$ cat src/rtl/pfr_spi_mux.sv
`timescale 1ns/1ps
`default_nettype none
// ============================================================================
// Module   : pfr_spi_mux
// Purpose  : N-host SPI flash ownership multiplexer. Routes one of N_HOST SPI
//            masters to a single shared flash. Ownership only changes between
//            transactions, with a guard interval of forced-idle flash pins
//            between owners. The owner's opcode is snooped on a CLK-
//            oversampled copy of its bus, and program/erase opcodes can be
//            aborted by forcing the flash chip select high during the
//            address phase.
// Ports    : clk, rst        system clock, asynchronous active-high reset
//            hcsn/hsck/hmosi host SPI inputs (one bit per host)
//            hmiso           host MISO (owner gets fmiso, others idle high)
//            fcsn/fsck/fmosi flash-side SPI outputs, fmiso flash data in
//            sel_req/sel_vld ownership request index and strobe
//            block_en        enables aborting of blocked opcodes
//            owner, sw_busy  current owner, switch pending or in guard
//            cmd_byte/cmd_stb last snooped opcode and its update pulse
//            viol            pulse when a transaction is aborted
// Revision : 1.0 - initial release
// ============================================================================
module pfr_spi_mux #(
  parameter int N_HOST      = 2,
  parameter int OWN_W       = 1,
  parameter int RESET_OWNER = 0,
  parameter int GUARD_CYC   = 4,
  parameter int SYNC_STAGES = 2
) (
  input  logic              clk,
  input  logic              rst,
  input  logic [N_HOST-1:0] hcsn,
  input  logic [N_HOST-1:0] hsck,
  input  logic [N_HOST-1:0] hmosi,
  output logic [N_HOST-1:0] hmiso,
  output logic              fcsn,
  output logic              fsck,
  output logic              fmosi,
  input  logic              fmiso,
  input  logic [OWN_W-1:0]  sel_req,
  input  logic              sel_vld,
  input  logic              block_en,
  output logic [OWN_W-1:0]  owner,
  output logic              sw_busy,
  output logic [7:0]        cmd_byte,
  output logic              cmd_stb,
  output logic              viol
);

  // --------------------------------------------------------------------------
  // Elaboration-time parameter sanity
  // --------------------------------------------------------------------------
  if (N_HOST < 2 || N_HOST > 8) begin : g_chk_nhost
    $error("pfr_spi_mux: N_HOST out of range");
  end
  if ((1 << OWN_W) < N_HOST) begin : g_chk_ownw
    $error("pfr_spi_mux: OWN_W too narrow for N_HOST");
  end
  if (GUARD_CYC < 1 || GUARD_CYC > 255) begin : g_chk_guard
    $error("pfr_spi_mux: GUARD_CYC out of range");
  end
  if (SYNC_STAGES < 2 || SYNC_STAGES > 3) begin : g_chk_sync
    $error("pfr_spi_mux: SYNC_STAGES out of range");
  end
  if (RESET_OWNER < 0 || RESET_OWNER >= N_HOST) begin : g_chk_rstown
    $error("pfr_spi_mux: RESET_OWNER out of range");
  end

  // --------------------------------------------------------------------------
  // Constants
  // --------------------------------------------------------------------------
  localparam logic [1:0]       S_OWNED  = 2'd0;
  localparam logic [1:0]       S_DRAIN  = 2'd1;
  localparam logic [1:0]       S_GUARD  = 2'd2;
  localparam logic [7:0]       C_GLOAD  = 8'(GUARD_CYC);
  localparam logic [OWN_W-1:0] C_ROWNER = OWN_W'(RESET_OWNER);

  // --------------------------------------------------------------------------
  // Registers and wires
  // --------------------------------------------------------------------------
  logic [1:0]        r_state;
  logic [7:0]        r_gcnt;
  logic [OWN_W-1:0]  r_owner;
  logic [OWN_W-1:0]  r_pend;
  logic              r_pend_vld;

  logic [N_HOST-1:0] r_csn_sync  [SYNC_STAGES];
  logic [N_HOST-1:0] r_sck_sync  [SYNC_STAGES];
  logic [N_HOST-1:0] r_mosi_sync [SYNC_STAGES];

  logic              r_csn_d;
  logic              r_sck_d;
  logic [3:0]        r_bitcnt;
  logic [6:0]        r_shift;
  logic [7:0]        r_cmd_byte;
  logic              r_cmd_stb;
  logic              r_viol;
  logic              r_force_cs;

  logic              w_raw_csn;
  logic              w_raw_sck;
  logic              w_raw_mosi;
  logic              w_own_csn;
  logic              w_own_sck;
  logic              w_own_mosi;
  logic              w_sel_ok;
  logic [OWN_W-1:0]  w_pend_now;
  logic              w_pend_vld_now;
  logic              w_sck_rise;
  logic              w_csn_edge;

  function automatic logic f_blocked(input logic [7:0] op);
    logic hit;
    case (op)
      8'h02, 8'h20, 8'h52, 8'hD8: hit = 1'b1;
      default:                    hit = 1'b0;
    endcase
    return hit;
  endfunction

  // --------------------------------------------------------------------------
  // Input synchronisers. Every host is synchronised (not just the owner) so
  // that a freshly selected owner already has settled history in the chain.
  // --------------------------------------------------------------------------
  always_ff @(posedge clk or posedge rst) begin
    if (rst) begin
      for (int k = 0; k < SYNC_STAGES; k++) begin
        r_csn_sync[k]  <= '1;
        r_sck_sync[k]  <= '0;
        r_mosi_sync[k] <= '0;
      end
    end else begin
      r_csn_sync[0]  <= hcsn;
      r_sck_sync[0]  <= hsck;
      r_mosi_sync[0] <= hmosi;
      for (int k = 1; k < SYNC_STAGES; k++) begin
        r_csn_sync[k]  <= r_csn_sync[k-1];
        r_sck_sync[k]  <= r_sck_sync[k-1];
        r_mosi_sync[k] <= r_mosi_sync[k-1];
      end
    end
  end

  // --------------------------------------------------------------------------
  // Owner selection: raw pins for the datapath, synchronised copy for the
  // snooper and drain logic. Non-owner MISO idles high.
  // --------------------------------------------------------------------------
  always_comb begin
    w_raw_csn  = 1'b1;
    w_raw_sck  = 1'b0;
    w_raw_mosi = 1'b0;
    w_own_csn  = 1'b1;
    w_own_sck  = 1'b0;
    w_own_mosi = 1'b0;
    hmiso      = '1;
    for (int i = 0; i < N_HOST; i++) begin
      if (r_owner == OWN_W'(i)) begin
        w_raw_csn  = hcsn[i];
        w_raw_sck  = hsck[i];
        w_raw_mosi = hmosi[i];
        w_own_csn  = r_csn_sync[SYNC_STAGES-1][i];
        w_own_sck  = r_sck_sync[SYNC_STAGES-1][i];
        w_own_mosi = r_mosi_sync[SYNC_STAGES-1][i];
        hmiso[i]   = fmiso;
      end
    end
  end

  // Flash pins are parked idle for the whole guard interval.
  always_comb begin
    if (r_state == S_GUARD) begin
      fcsn  = 1'b1;
      fsck  = 1'b0;
      fmosi = 1'b0;
    end else begin
      fcsn  = w_raw_csn | r_force_cs;
      fsck  = w_raw_sck;
      fmosi = w_raw_mosi;
    end
  end

  // --------------------------------------------------------------------------
  // Ownership FSM
  // --------------------------------------------------------------------------
  assign w_sel_ok       = sel_vld && (32'(sel_req) < N_HOST);
  // A request arriving in the same cycle as a decision still counts.
  assign w_pend_now     = w_sel_ok ? sel_req : r_pend;
  assign w_pend_vld_now = w_sel_ok | r_pend_vld;

  always_ff @(posedge clk or posedge rst) begin
    if (rst) begin
      r_state    <= S_GUARD;
      r_gcnt     <= C_GLOAD;
      r_owner    <= C_ROWNER;
      r_pend     <= C_ROWNER;
      r_pend_vld <= 1'b0;
    end else begin
      case (r_state)
        S_OWNED: begin
          if (w_sel_ok && (sel_req != r_owner)) begin
            r_pend  <= sel_req;
            r_state <= S_DRAIN;
          end
        end
        S_DRAIN: begin
          if (w_sel_ok) begin
            r_pend <= sel_req;
          end
          if (w_own_csn) begin
            r_owner    <= w_pend_now;
            r_state    <= S_GUARD;
            r_gcnt     <= C_GLOAD;
            r_pend_vld <= 1'b0;
          end
        end
        S_GUARD: begin
          if (r_gcnt <= 8'd1) begin
            r_pend_vld <= 1'b0;
            if (w_pend_vld_now && (w_pend_now != r_owner)) begin
              r_pend  <= w_pend_now;
              r_state <= S_DRAIN;
            end else begin
              r_state <= S_OWNED;
            end
          end else begin
            r_gcnt <= r_gcnt - 8'd1;
            if (w_sel_ok) begin
              r_pend     <= sel_req;
              r_pend_vld <= 1'b1;
            end
          end
        end
        default: begin
          r_state <= S_GUARD;
          r_gcnt  <= C_GLOAD;
        end
      endcase
    end
  end

  // --------------------------------------------------------------------------
  // Opcode snooper and abort control
  // --------------------------------------------------------------------------
  assign w_sck_rise = w_own_sck & ~r_sck_d;
  assign w_csn_edge = w_own_csn ^ r_csn_d;

  always_ff @(posedge clk or posedge rst) begin
    if (rst) begin
      r_csn_d    <= 1'b1;
      r_sck_d    <= 1'b0;
      r_bitcnt   <= 4'd0;
      r_shift    <= 7'd0;
      r_cmd_byte <= 8'h00;
      r_cmd_stb  <= 1'b0;
      r_viol     <= 1'b0;
      r_force_cs <= 1'b0;
    end else begin
      r_cmd_stb <= 1'b0;
      r_viol    <= 1'b0;
      r_csn_d   <= w_own_csn;
      r_sck_d   <= w_own_sck;
      // Either CSN edge restarts the byte: a fall starts a transaction, a
      // rise discards any partial opcode and releases an abort.
      if (w_csn_edge) begin
        r_bitcnt   <= 4'd0;
        r_force_cs <= 1'b0;
      end else if (!w_own_csn && w_sck_rise && (r_bitcnt < 4'd8)) begin
        r_shift  <= {r_shift[5:0], w_own_mosi};
        r_bitcnt <= r_bitcnt + 4'd1;
        if (r_bitcnt == 4'd7) begin
          r_cmd_byte <= {r_shift, w_own_mosi};
          r_cmd_stb  <= 1'b1;
        end
      end
      // Abort only while CSN is steadily low, so a release can never be
      // overridden and leak a stale abort into the next transaction.
      if (r_cmd_stb && block_en && f_blocked(r_cmd_byte) &&
          !w_own_csn && !w_csn_edge) begin
        r_force_cs <= 1'b1;
        r_viol     <= 1'b1;
      end
    end
  end

  // --------------------------------------------------------------------------
  // Outputs
  // --------------------------------------------------------------------------
  assign owner    = r_owner;
  assign sw_busy  = (r_state != S_OWNED);
  assign cmd_byte = r_cmd_byte;
  assign cmd_stb  = r_cmd_stb;
  assign viol     = r_viol;

endmodule
`default_nettype wire

$ cat config.mk
export PLATFORM = sky130hd
export DESIGN_NAME = pfr_spi_mux
export DESIGN_NICKNAME = d
export VERILOG_FILES = /design/src/rtl/pfr_spi_mux.sv
export SDC_FILE = /design/constraint.sdc
export NUM_CORES = 1
export LEC_CHECK = 0
export CAP_MARGIN = 30
export CORE_UTILIZATION = 49
export DETAILED_ROUTE_END_ITERATION = 16
export PLACE_DENSITY = 0.82
export SYNTH_ARGS = -nofsm -noshare
export SYNTH_HDL_FRONTEND = slang
export SYNTH_SLANG_ARGS = --single-unit
export TNS_END_PERCENT = 1
$ cat constraint.sdc
create_clock -name clk -period 1.71 [get_ports clk]
set_input_delay 0.513 -clock clk [delete_from_list [all_inputs] [get_ports clk]]
set_output_delay 0.513 -clock clk [all_outputs]
set_load 0.05 [all_outputs]
==> metrics.md <==
| Metric | Value |
|---|---|
| Crit-path max cell delay | 500 ps |
| Max Slew Vio Count | 0 |
| Syn Nets | 215 |
| Slowest-stage cell, CP | or4_4 |
| Cell row count | 24 |
| Setup-failing EPs final | 24 |
| Setup TNS Final | -2860 ps |
| Placement-stage cell area | 0.00296 mm^2 |
| # diodes | 0 |
| Final worst setup slack | -265 ps |
| Vias | 1803 |
| Fillcell total | between 200 and 250 |
| Worst Hold Endpoint | r_mosi_sync[0]$_DFF_PP0_ |
| Worst-path clk slew | ~90 ps |
| Crit Path Max Fanout | 3 |
| Worst slew pin tran | 362 ps |
| RR Startpoint | owner$_DFFE_PP0P_ |
| TritonRoute pass-1 iters | 4 |
| Max-Cap Viols | 0 |
| Run status | complete, but fails checks |
| RD Place Congestion | 0.828 |
| Peak supply drop | 1.41 mV |
| Post-layout min period | between 1500 and 2000 ps |
| Finished Cell Area | 0.00328 mm^2 |
| Worst skew pair latency | 320 ps |
| Root Driver | clkbuf_8 |
| Internal reg-to-reg setup slack | -270 ps |
| Place WS | -512 ps |
| Post-synth EDFFs | 0 |
| Die height | approximately 69 um |
| Power per cell area | 1630 mW/mm^2 |
| Worst setup EP type | register |
| DRC | 0 |
| Ys async rst share | 100% |
| Worst EP arrival | 2240 ps |
| Pin count of the biggest net entering global routing | 50 |
| First-pass GRT wire length | 8900 um |
| Fraction of layout cells with a size suffix above 1 | 44.9% |
| Slew headroom | 75.6% |
| Hold_sp | r_mosi_sync[2]$_DFF_PP0_ |
| CP delay by family, top | compound AO/OA/AOI/OAI gates |
| Top Ports | 29 |
| Post-synth cell types | 43 |
| Mapped Area | 0.00222 mm^2 |
| Clk_skew | 8.07 ps |
| Vias in the first global route | 1881 |
| Total CTS buffers | 5 |
| Total Routing Usage GR | 24.1% |
| Worst r2r path cells | 7 |
| Crit Path Category | register to register |
| Grt ovf | 0 |
| Most frequent cells in the layout | 41 x dfrtp_1, 31 x buf_4, 19 x buf_12 |
| Synthesis-to-finish area growth | 47.7% |
| Register area | 0.00124 mm^2 |
| 1st-iter DRT viols | about 120 |
| Initial Util | between 50 and 60% |
| Clock Tree Buf Depth | 2 |
| Register area share after synthesis | 55.5% |
| Top-area cell type share of the netlist area | between 40 and 50% |
| DRT Wirelength | 5420 um |
| P_leak | 1.50 nW |
| Min-Delay Path Class | register to register |
| Ranking of synthesized cells by area | dfrtp_1 47%, dfstp_2 8.3%, mux2_2 6.6% |
| Mapped Avg Cell Area | 11.3 um^2 |
| Layout Nets | 285 |
| Final Hold Fails | 0 |
| Min-Delay Path Depth | 0 |
| Die Wd | 69.4 um |
| Initial antenna violation count | 0 |
| Synth area leader | dfrtp_1 |
| Worst reg2reg endpoint | r_gcnt[4]$_DFFE_PP0P_ |
| Syn Inst Count | 196 |
| Drt wl/cell | about 17 um |
| Peak Freq | 0.506 GHz |
| Core area | 0.00435 mm^2 |
| H-tree depth | 2 |
| Startpoint types | register |
| TritonCTS clock tree | built |
| Final period utilization | 115% |
| Violated checks | setup timing |
| Post-route ant nets | 0 |
| Vias/cell | 5.65 |
| IO Port Bufs | 28 |
| Worst Path Required | 1970 ps |
| Crit path buffers/inverters | 2 |
| Die area | about 0.0048 mm^2 |
| RSZ-0062 raised after global routing | yes |
| HPWL Detailed | between 3000 and 4000 um |
| CP cell instances | buf_4 -> mux2i_4 -> buf_6 -> a21o_1 -> or4_4 -> o21ai_2 -> a22o_2 |
| Synth warn | 0 |
| Layout Utilization | between 70 and 80% |
| Top_reg_cell synth | dfrtp_1 |
| Multi-input combinational cell area | 0.00102 mm^2 |
| #FFs+latches synth | 49 |
| Clock net sink count | 49 |
| Most common cell after layout, fill and taps aside | dfrtp_1 |
==> per-stage QoR <==
step           std cells  power (mW)  hold WS [ps]
6_report             319        5.36           354
5_1_grt              319        5.66           357
4_1_cts              319        5.08           355
3_5_place_dp         302        3.99           335
3_3_place_gp         302        3.89           332
2_1_floorplan        196        3.03           331
==> layer usage <==
layer / global-route usage [%] / up-vias / part of all wire [%]
li1: - / 837 / -
met1: 27.8 / 891 / 39
met2: 41.2 / 58 / 53
met3: 6.69 / 17 / 5.4
met4: 11.3 / 0 / 2.6
met5: 0 / - / 0
==> worst max path at each step <==
stage,start,to,slack (ps),cells after the start
5_1_grt,r_gcnt[0]$_DFFE_PP0P_,r_gcnt[4]$_DFFE_PP0P_,-340,8
3_5_place_dp,sel_req,r_pend$_DFFE_PP0P_,-510,6
6_report,owner$_DFFE_PP0P_,r_gcnt[4]$_DFFE_PP0P_,-270,7
4_1_cts,owner$_DFFE_PP0P_,fsck,-240,5
2_1_floorplan,owner$_DFFE_PP0P_,cmd_byte[1]$_DFFE_PP0P_,-220,6
3_3_place_gp,sel_req,r_pend$_DFFE_PP0P_,-440,6
==> what timing repair did <==
| action | CTS | global route |
|---|---|---|
| resized for setup | 27 | 24 |
| pin swaps | 3 | 6 |
| setup endpoints to repair | 28 | 37 |
| setup buffers | 9 | 0 |
| hold buffers | 0 | 0 |
==> cell type report <==
type	instances	share of cell area, %
inverters	14	1.68
clock inverters	3	0.648
multi-input cells	127	31.1
clock buffers	5	2.10
flip-flops and latches	49	37.7
well taps	52	1.98
repair buffers	69	24.8
==> synth_stat cells (2+ instances only) <==
library cell  count
nor3_1            3
ha_1              7
dfrtp_1          42
o22a_1            2
or3_1             4
dfstp_2           7
or2b_1            2
o31a_1            2
nand2_1          10
a31oi_1           2
nand3_1           3
o21ai_0          17
and2_1            2
o21ai_1           2
nor4_1            2
xnor2_1           2
mux2_2           13
nor2_1           11
o22ai_1           2
or4_1             2
mux2i_1           7
a21oi_1          15
inv_1            14
buf_2             2
buf_6             3
==> cells by family after synthesis <==
kind of cell    after synthesis  share of synthesized area (%)
buf+inv                      20                           4.67
mux                          21                           10.4
flops                        49                           55.5
simple gates                 48                           11.6
xor+xnor                      3                           1.18
fa+ha+maj                     7                           3.94
compound gates               48                           12.7
==> sequential cells by signal (all words and copies together) (netlist names), 2 cells and up <==
| register | count |
|---|---|
| r_csn_sync | 4 |
| r_gcnt | 8 |
| r_state | 2 |
| r_mosi_sync | 4 |
| cmd_byte | 8 |
| r_bitcnt | 4 |
| r_shift | 7 |
| r_sck_sync | 4 |
==> power breakdown <==
group / total, mW / switching, mW / internal [mW]
combinational: 3.01 / 1.50 / 1.52
clock: 0.706 / 0.415 / 0.291
sequential: 1.64 / 0.204 / 1.43
total: 5.36 / 2.12 / 3.24
Note: power is estimated with default switching activity, not from simulation.
